File: src/rtl/mc_mainfsm.sv
// Multicycle ARM-style main control FSM with a retired-instruction counter.
// Optional memory wait states via MEM_WAIT_EN (adds the MemReady port).
module mc_mainfsm (
  input  logic        clk,
  input  logic        reset,
  input  logic [1:0]  Op,
  input  logic [5:0]  Funct,
`ifdef MEM_WAIT_EN
  input  logic        MemReady,
`endif
  output logic        IRWrite,
  output logic        NextPC,
  output logic        Branch,
  output logic        RegW,
  output logic        MemW,
  output logic        AdrSrc,
  output logic [1:0]  ALUSrcA,
  output logic [1:0]  ALUSrcB,
  output logic [1:0]  ResultSrc,
  output logic        ALUOp,
  output logic        IllegalOp,
  output logic        InstrDone,
  output logic [3:0]  State,
  output logic [31:0] RetireCount
);

  typedef enum logic [3:0] {
    FETCH   = 4'd0,
    DECODE  = 4'd1,
    MEMADR  = 4'd2,
    MEMRD   = 4'd3,
    MEMWB   = 4'd4,
    MEMWR   = 4'd5,
    EXECR   = 4'd6,
    EXECI   = 4'd7,
    ALUWB   = 4'd8,
    BRANCH  = 4'd9,
    UNKNOWN = 4'd10
  } state_e;

  state_e      state_q, state_d;
  logic [31:0] retire_cnt_q, retire_cnt_d;

  logic mem_rdy;
  logic ir_write, next_pc, branch, reg_w, mem_w;
  logic illegal_op, instr_done;
  logic unused_funct;

`ifdef MEM_WAIT_EN
  assign mem_rdy = MemReady;
`else
  assign mem_rdy = 1'b1;
`endif

  assign unused_funct = ^Funct[4:1];

  always_comb begin
    state_d    = state_q;
    ir_write   = 1'b0;
    next_pc    = 1'b0;
    branch     = 1'b0;
    reg_w      = 1'b0;
    mem_w      = 1'b0;
    AdrSrc     = 1'b0;
    ALUSrcA    = 2'b00;
    ALUSrcB    = 2'b00;
    ResultSrc  = 2'b00;
    ALUOp      = 1'b0;
    illegal_op = 1'b0;
    instr_done = 1'b0;
    case (state_q)
      FETCH: begin
        ir_write  = mem_rdy;
        next_pc   = mem_rdy;
        ALUSrcA   = 2'b01;
        ALUSrcB   = 2'b10;
        ResultSrc = 2'b10;
        if (mem_rdy) state_d = DECODE;
      end
      DECODE: begin
        ALUSrcA   = 2'b01;
        ALUSrcB   = 2'b10;
        ResultSrc = 2'b10;
        unique case (Op)
          2'b00:   state_d = Funct[5] ? EXECI : EXECR;
          2'b01:   state_d = MEMADR;
          2'b10:   state_d = BRANCH;
          default: state_d = UNKNOWN;
        endcase
      end
      MEMADR: begin
        ALUSrcB = 2'b01;
        state_d = Funct[0] ? MEMRD : MEMWR;
      end
      MEMRD: begin
        AdrSrc = 1'b1;
        if (mem_rdy) state_d = MEMWB;
      end
      MEMWB: begin
        ResultSrc  = 2'b01;
        reg_w      = 1'b1;
        instr_done = 1'b1;
        state_d    = FETCH;
      end
      MEMWR: begin
        AdrSrc     = 1'b1;
        mem_w      = 1'b1;
        instr_done = mem_rdy;
        if (mem_rdy) state_d = FETCH;
      end
      EXECR: begin
        ALUOp   = 1'b1;
        state_d = ALUWB;
      end
      EXECI: begin
        ALUSrcB = 2'b01;
        ALUOp   = 1'b1;
        state_d = ALUWB;
      end
      ALUWB: begin
        reg_w      = 1'b1;
        instr_done = 1'b1;
        state_d    = FETCH;
      end
      BRANCH: begin
        ALUSrcB    = 2'b01;
        ResultSrc  = 2'b10;
        branch     = 1'b1;
        instr_done = 1'b1;
        state_d    = FETCH;
      end
      UNKNOWN: begin
        illegal_op = 1'b1;
        instr_done = 1'b1;
        state_d    = FETCH;
      end
      default: state_d = FETCH;
    endcase
  end

  // Enables and pulses are squashed while reset is held low.
  assign IRWrite   = reset & ir_write;
  assign NextPC    = reset & next_pc;
  assign Branch    = reset & branch;
  assign RegW      = reset & reg_w;
  assign MemW      = reset & mem_w;
  assign IllegalOp = reset & illegal_op;
  assign InstrDone = reset & instr_done;

  assign retire_cnt_d = InstrDone ? retire_cnt_q + 32'd1 : retire_cnt_q;

  always_ff @(posedge clk) begin
    if (!reset) begin
      state_q      <= FETCH;
      retire_cnt_q <= 32'd0;
    end else begin
      state_q      <= state_d;
      retire_cnt_q <= retire_cnt_d;
    end
  end

  assign State       = state_q;
  assign RetireCount = retire_cnt_q;

endmodule

File: config.mk
export PLATFORM = sky130hd
export DESIGN_NAME = mc_mainfsm
export DESIGN_NICKNAME = d
export VERILOG_FILES = /design/src/rtl/mc_mainfsm.sv
export SDC_FILE = /design/constraint.sdc
export NUM_CORES = 1
export LEC_CHECK = 0
export CORE_ASPECT_RATIO = 0.7
export CORE_UTILIZATION = 49
export CTS_CLUSTER_DIAMETER = 40
export DETAILED_ROUTE_END_ITERATION = 7
export HOLD_SLACK_MARGIN = 0.05
export MAX_ROUTING_LAYER = met4
export PLACE_DENSITY = 0.85
export SYNTH_ARGS = -nofsm -noshare
export SYNTH_HDL_FRONTEND = slang
export SYNTH_SLANG_ARGS = --single-unit
File: constraint.sdc
create_clock -name clk -period 5.71 [get_ports clk]
set_clock_uncertainty 0.1 [all_clocks]
set_input_delay 0.8565 -clock clk [delete_from_list [all_inputs] [get_ports clk]]
set_output_delay 0.8565 -clock clk [all_outputs]
set_load 0.05 [all_outputs]
==> results.yml, run 1 <==
worst_setup_path:
  r2r_slack_ns: 2.95
  crit_family: "buffers and inverters"
  slowest_delay_ns: 0.85
  path_class: "input pin to output pin"
  startpoint_type: "input pin"
  crit_end: "NextPC"
  r2r_end: "RetireCount[30]"
  worstPathRequired_ns: 4.75
  cp_common_cell: "clkdlybuf4s50_1"
  cp_num_buf_inv: 3
  critPathMaxFanout: 17
  startpoint: "reset"
  worst_setup_path_end_kind: "output pin"
  arrival_ns: 3.41
  crit_chain: "clkdlybuf4s50_1 > clkinv_1 > or3_1 > nor3_1 > clkdlybuf4s50_1"
  r2r_cells: 5
  cp_slowest_cell: "clkdlybuf4s50_1"
  r2r-start: "State[2]"
  path_depth: 5
power:
  peakVddDrop_mv: 0.2189
  pwr-share-seq_pct: 47.8
  power.internal_w: 0.0003857
  power_density_nw_per_um2: 222.4
  p_leak_nw: 0.8336
  netSwitchingPower_w: 0.0001693
  p_comb_share_pct: 18.9
  pwr-share-clk_pct: 33.3
  swShare_pct: 30.51
floorplan:
  row_count: 18
  io_pins: 61
  core_um2: 3558
  initial_utilization_pct: 52.00
  die_w_um: 75.45
  die_h_um: 53.42
  dieArea_um2: 4030
clock_network:
  clk_latency_ns: 0.29
  clkSinkCount: 36
  cts_tree: "done"
  root_buffer: "clkbuf_8"
  cts.reportedPaths.clkPinSlew_ns: 0.07
  numCtsBuffers: 5
  cts.path.max_buffers: 2
  cts_hold_buf: 0
  cts_resized: 0
  postCtsSetupBuffers: 0
  htreeDepth: 2
layout:
  register_area_um2: 720.7
  fin_area_um2: 2496
  antenna-diode-count: 0
  multi_input_area_um2: 1036
  finalNetCount: 287
  drive_gt1_share_pct: 6.859
  syn2layout_area_growth_pct: 34.89
  fill_cells: 299
yosys:
  synth_nets: 235
  synthTopCellsByCount: "dfxtp_1, nor2_1, a21oi_1"
  synth-seq-cells: 36
  synth_edf_count: 0
  synth_top_area_share_pct: 38.95
  syn_avg_cell_area_um2: 8.261
  synth_flop_cell: "dfxtp_1"
  yosysTopAreaCell: "dfxtp_1"
  synth_cell_types: 41
  ys_top_cells_by_area: "dfxtp_1, xor2_1, nor2_1"
  ys_seq_area_share_pct: 38.95
  synthCells: 224
  syn_area_um2: 1851
  synthArstFlopShare_pct: 0
  ys_warn_count: 0
  synthMostInstantiatedCell: "dfxtp_1"
routing:
  vias: 1793
  drtPass1Iterations: 4
  ant_nets: 0
  drt_iter0_markers: 119
  via_per_inst: 5.483
  routed_wl_um: 4470
  wl_per_cell_um: 13.67
  route.detailed.drc: 0
sta:
  finalSetupTns_ns: 0
  whs_ns: 0.3746
  worst_slew_pin_slew_ns: 0.9600
  setup_violations: 0
  maxSlewHeadroom_pct: 36.00
  finalHoldViolCount: 0
  min_period_ns: 4.370
  fin_crit_sh_pct: 76.53
  rsz0062_at_grt: "false"
  drv_slew: 0
  fmax_ghz: 0.2288
global_routing:
  busiest_layer: "met1"
  groute.usage.overall_pct: 24.48
  met2_usage_pct: 34.23
  antenna_found_initial: 0
  grt_pass1_vias: 1495
  overflow: 0
  grt_max_degree: 21
  use_met3_pct: 5.143
  grt_util_met1_pct: 34.98
  grt_pass1_wl_um: 7093
place:
  dpl.hpwl_um: 3302
  placed_area_um2: 2404
  place_congestion: 0.8287
  io_buffers: 55
outcome:
  outcome: "finished, final reports clean"
run:
  cap_violations: 0
min_path:
  hp-class: "register to register"
==> per-stage QoR <==
stage / setup slack [ns] / utilization [%] / std cells / power, W
2_1_floorplan: 1.311 / - / 224 / 0.0003472
3_3_place_gp: 1.349 / 67.55 / 319 / 0.0003745
3_5_place_dp: 1.344 / 67.55 / 319 / 0.0003758
4_1_cts: 1.347 / 70.15 / 327 / 0.0005583
5_1_grt: 1.114 / 70.15 / 327 / 0.0005765
6_report: 1.340 / 70.15 / 327 / 0.0005550
==> state kept, by name (all words and copies together), names as in the netlist <==
signal,count
RetireCount,32
State,4
==> power groups by stage <==
stage	sequential [W]	combinational (W)	clock, W
2_1_floorplan	0.000276	0.0000709	0
3_3_place_gp	0.000270	0.000104	0
3_5_place_dp	0.000271	0.000105	0
4_1_cts	0.000265	0.000105	0.000188
5_1_grt	0.000266	0.000110	0.000200
6_report	0.000265	0.000105	0.000185
==> routing by layer <==
layer  routed length [um]  share of wire (%)  vias to the layer above
li1                     -                  -                      897
met1                 2247                 50                      843
met2                 1973                 44                       48
met3                  210                4.7                        5
met4                   38               0.85                        0
met5                    0                  0                        -
==> cell type report <==
cell class,count,share of cell area [%]
timing repair buffer,56,22.36
inverter,7,1.053
clock buffer,6,3.308
clock inverter,2,0.4010
sequential,36,28.87
multi-input combinational,170,41.50
tap,50,2.506
==> how the worst min path moves through the flow <==
stage                     from         endpoint  slack (ns)  depth (start not counted)
6_report       RetireCount[31]  RetireCount[31]        0.37                          2
5_1_grt        RetireCount[31]  RetireCount[31]        0.41                          2
4_1_cts        RetireCount[31]  RetireCount[31]        0.38                          2
3_5_place_dp   RetireCount[31]  RetireCount[31]        0.37                          2
3_3_place_gp   RetireCount[31]  RetireCount[31]        0.36                          2
2_1_floorplan  RetireCount[31]  RetireCount[31]        0.58                          2
==> kinds of logic (layout without fill, tap and decap cells) <==
| kind of cell | Yosys count | count (layout) | synth area share, % |
|---|---|---|---|
| AND/OR/NAND/NOR | 110 | 110 | 33.61 |
| multiplexers | 2 | 2 | 1.082 |
| XOR/XNOR | 18 | 18 | 8.519 |
| other | 1 | 1 | 0.2026 |
| adder cells (fa/ha/maj) | 1 | 1 | 0.6760 |
| buffers and inverters | 18 | 71 | 5.070 |
| flip-flops | 36 | 36 | 38.95 |
| AO/OA/AOI/OAI | 38 | 38 | 11.90 |
==> cells in the final DEF, fill, tap and decap left out, types with 8 or more instances in the layout <==
cell             netlist  final
nand4_1               13     13
xor2_1                13     13
clkdlybuf4s50_1        0     55
dfxtp_1               36     36
nor2_1                28     28
or3_1                 11     11
nand3_1                8      8
o21ai_0               12     12
a21oi_1               17     17
nand2_1               16     16
==> worst register-to-register path, delay by kind of cell (launching register included) <==
family | cells | cell delay (ns)
flops | 1 | 0.60
simple gates | 3 | 1.08
compound gates | 2 | 0.91
Note: power is estimated with default switching activity, not from simulation.
==> run 2, diff against run 1 <==
- CORE_UTILIZATION: 49 -> 41
- PLACE_DENSITY: 0.85 -> 0.76
- clock period: 5.71 -> 3.8 ns (I/O delays scaled with it)
==> results.yml, run 2 (synthesis results as in run 1) <==
layout:
  fin_area_um2: 2527
  finalNetCount: 288
  fin_util_pct: 58.38
  antenna-diode-count: 0
  final_common_cell: "clkdlybuf4s50_1"
  mostFrequentLayoutCells: "clkdlybuf4s50_1, dfxtp_1, nor2_1"
  fill_cells: 412
  syn2layout_area_growth_pct: 36.58
  drive_gt1_share_pct: 7.636
  largest_reg_flops: 32
sta:
  setup_ws_ns: 0.7828
  fin_crit_sh_pct: 79.40
  finalHoldViolCount: 0
  setup_violations: 0
  drv_slew: 0
  min_period_ns: 3.017
  whs_ns: 0.3767
  maxSlewHeadroom_pct: 58.49
  fmax_ghz: 0.3314
  finalSetupTns_ns: 0
  worst_slew_pin_slew_ns: 0.6179
  rsz0062_at_grt: "false"
run:
  cap_violations: 0
global_routing:
  grt_util_met1_pct: 28.85
  busiest_layer: "met1"
  grt_max_degree: 35
  grt_pass1_wl_um: 6762
  use_met3_pct: 5.669
  overflow: 0
  met2_usage_pct: 24.68
  antenna_found_initial: 0
  groute.usage.overall_pct: 19.56
  grt_pass1_vias: 1404
min_path:
  hp-class: "register to register"
clock_network:
  cts.path.max_buffers: 2
  cts_tree: "done"
  clkSinkCount: 36
  htreeDepth: 2
  cts.reportedPaths.clkPinSlew_ns: 0.06
  root_buffer: "clkbuf_8"
  numCtsBuffers: 5
  cts_resized: 0
  clk_latency_ns: 0.29
  postCtsSetupBuffers: 0
  cts_hold_buf: 0
worst_setup_path:
  crit_end: "NextPC"
  r2r_end: "RetireCount[30]"
  arrival_ns: 2.35
  worstPathRequired_ns: 3.13
  r2r_cells: 6
  r2r-start: "State[2]"
  path_class: "input pin to output pin"
  startpoint: "reset"
  startpoint_type: "input pin"
  critPathMaxFanout: 6
  r2r_slack_ns: 1.55
  worst_setup_path_end_kind: "output pin"
floorplan:
  initial_utilization_pct: 42.75
  die_w_um: 82.30
  core_um2: 4329
  die_h_um: 58.21
  dieArea_um2: 4791
  row_count: 20
  io_pins: 61
place:
  placed_area_um2: 2459
  place_congestion: 0.8701
  place_ws_ns: 0.7548
  dpl.hpwl_um: 3106
  io_buffers: 55
power:
  p_leak_nw: 0.8438
  peakVddDrop_mv: 0.1717
  power_density_nw_per_um2: 319.2
routing:
  route.detailed.drc: 0
  ant_nets: 0
  drt_iter0_markers: 123
  routed_wl_um: 4186
  wl_per_cell_um: 12.68
  via_per_inst: 5.224
  vias: 1724
  drtPass1Iterations: 4
outcome:
  outcome: "finished, final reports clean"
==> run 2: worst min-delay path by stage <==
stage / startpoint / to / slack [ns] / cells past startpoint
after floorplan: RetireCount[31] / RetireCount[31] / 0.58 / 2
after global placement: RetireCount[31] / RetireCount[31] / 0.36 / 2
after detailed placement: RetireCount[31] / RetireCount[31] / 0.37 / 2
after CTS: RetireCount[31] / RetireCount[31] / 0.38 / 2
after global routing: RetireCount[31] / RetireCount[31] / 0.41 / 2
final: RetireCount[31] / RetireCount[31] / 0.38 / 2
==> run 2: through the flow <==
stage	std cells	total power (W)
3_3_place_gp	325	0.0005744
5_1_grt	330	0.0008407
4_1_cts	330	0.0008141
2_1_floorplan	224	0.0005221
6_report	330	0.0008066
3_5_place_dp	325	0.0005759
==> run 2: worst max-delay path, cell delays in order <==
cell and delay (ns):
clkdlybuf4s50_1 0.58, clkinv_1 0.11, or3_1 0.37, nor3_1 0.50, buf_12 0.22
==> run 2: metal layers <==
layer	wire length, um	vias up
li1	-	896
met1	2152	773
met2	1683	48
met3	293	7
met4	56	0
met5	0	-
==> run 2: layout make-up <==
type                            instances  area, um^2  share of cell area, %
Clock buffer                            5       68.82                  2.723
Sequential cell                        36       720.7                  28.51
Inverter                                7       26.28                  1.040
Tap cell                               55       68.82                  2.723
Multi-Input combinational cell        170        1037                  41.04
Timing Repair Buffer                   57       605.6                  23.96
==> run 2: power by group <==
part	internal (W)	leakage (nW)	switching, W
Sequential	0.000383	0.291	0.0000156
Clock	0.000118	0.0359	0.000122
Combinational	0.0000609	0.517	0.000107
Total	0.000562	0.844	0.000245
==> run 3, diff against run 2 <==
- CORE_UTILIZATION: 41 -> 46
- PLACE_DENSITY: 0.76 -> 0.8
- clock period: 3.8 -> 3.1 ns (I/O delays scaled with it)
==> results.yml, run 3 (synthesis results as in run 1) <==
routing:
  drt_iter0_markers: 80
  vias: 1805
  via_per_inst: 5.453
  routed_wl_um: 4615
  ant_nets: 0
  route.detailed.drc: 0
  drtPass1Iterations: 4
  wl_per_cell_um: 13.94
sta:
  fmax_ghz: 0.3549
  finalHoldViolCount: 0
  maxSlewHeadroom_pct: 63.49
  worst_slew_pin_slew_ns: 0.5477
  fin_crit_sh_pct: 90.89
  rsz0062_at_grt: "false"
  setup_violations: 0
  min_period_ns: 2.818
  finalSetupTns_ns: 0
  drv_slew: 0
global_routing:
  groute.usage.overall_pct: 23.59
  antenna_found_initial: 0
  grt_max_degree: 28
  grt_pass1_vias: 1447
  overflow: 0
  grt_pass1_wl_um: 7355
layout:
  finalNetCount: 291
  largest_reg_flops: 32
  syn2layout_area_growth_pct: 38.88
  drive_gt1_share_pct: 10.68
  fin_cells: 331
  multi_input_area_um2: 1047
  fill_cells: 300
  antenna-diode-count: 0
  final_common_cell: "clkdlybuf4s50_1"
  register_area_um2: 720.7
  mostFrequentLayoutCells: "clkdlybuf4s50_1, dfxtp_1, nor2_1"
outcome:
  outcome: "finished, final reports clean"
floorplan:
  die_h_um: 55.07
  initial_utilization_pct: 50.41
  die_w_um: 77.81
  row_count: 18
  io_pins: 61
  dieArea_um2: 4285
  core_um2: 3671
worst_setup_path:
  cp_num_buf_inv: 2
  path_class: "register to output pin"
  worst_setup_path_end_kind: "output pin"
  crit_chain: "inv_1 > nor2_1 > nand2_1 > nor2_1 > clkdlybuf4s50_1"
  crit_family: "buffers and inverters"
  worstPathRequired_ns: 2.53
  startpoint_type: "register"
  slowest_delay_ns: 0.80
  cp_common_cell: "nor2_1"
  arrival_ns: 2.25
  critPathMaxFanout: 10
  cp_slowest_cell: "clkdlybuf4s50_1"
clock_network:
  cts.reportedPaths.clkPinSlew_ns: 0.07
  clkSinkCount: 36
  cts_tree: "done"
  cts_resized: 0
  numCtsBuffers: 5
  root_buffer: "clkbuf_8"
  htreeDepth: 2
  clk_latency_ns: 0.29
  postCtsSetupBuffers: 0
  cts.path.max_buffers: 2
  cts_hold_buf: 0
place:
  dp.cells: 323
  io_buffers: 55
  place_congestion: 0.8797
  dpl.hpwl_um: 3320
min_path:
  hp-class: "register to register"
power:
  power_density_nw_per_um2: 399.7
  peakVddDrop_mv: 0.2779
  p_leak_nw: 0.8760
run:
  cap_violations: 0
run 3: changes by cell type in the layout (fill, tap and decap cells not counted), sizes merged:
cell	previous run	this run
buf	6	10
clkinv	1	4
clkdlybuf4s50	51	50
run 3: through the flow:
step | setup slack, ns | hold WS (ns) | power, W | util [%] | cell area, um^2
finish | 0.2824 | 0.3823 | 0.001027 | 70.01 | 2570
global route | 0.1731 | 0.4074 | 0.001067 | 70.01 | 2570
CTS | 0.3142 | 0.3807 | 0.001037 | 70.01 | 2570
detailed placement | 0.4677 | 0.3671 | 0.0007140 | 67.62 | 2482
global placement | 0.4976 | 0.3592 | 0.0007124 | 67.62 | 2482
floorplan | 0.07034 | 0.5094 | 0.0006423 | - | 1862
run 3: final cells by class:
cell class,instances,area share (%)
multi-input combinational,170,40.75
clock buffer,5,2.678
clock inverter,3,0.7303
sequential,36,28.04
timing repair buffer,60,24.34
inverter,7,1.022
tap,50,2.434
run 3: tightest hold or removal path: stages, from the launching register on:
cell and delay [ns]:
dfxtp_1 0.33, nand2_1 0.05, mux2i_1 0.06
run 3: final timing paths:
kind	from	end	slack [ns]	depth (start not counted)
max reg2reg	State[2]	RetireCount[30]	0.70	5
min reg2reg	RetireCount[31]	RetireCount[31]	0.38	2
min	RetireCount[31]	RetireCount[31]	0.38	2
max	State[0]	MemW	0.28	5
run 3: report_power, final:
group | internal [W] | leakage, nW | switching (W) | total, W
sequential | 0.000469 | 0.291 | 0.0000155 | 0.000484
clock | 0.000156 | 0.0479 | 0.000166 | 0.000323
combinational | 0.0000793 | 0.538 | 0.000141 | 0.000220
total | 0.000705 | 0.876 | 0.000323 | 0.00103
run 3: routing by layer:
layer  routed length, um  track usage (%)  up-vias
met1                2389            33.97      849
met5                   0                -        -
met2                1961            32.89       48
met4                  24            6.604        0
met3                 240            5.082        5
li1                    -                -      903
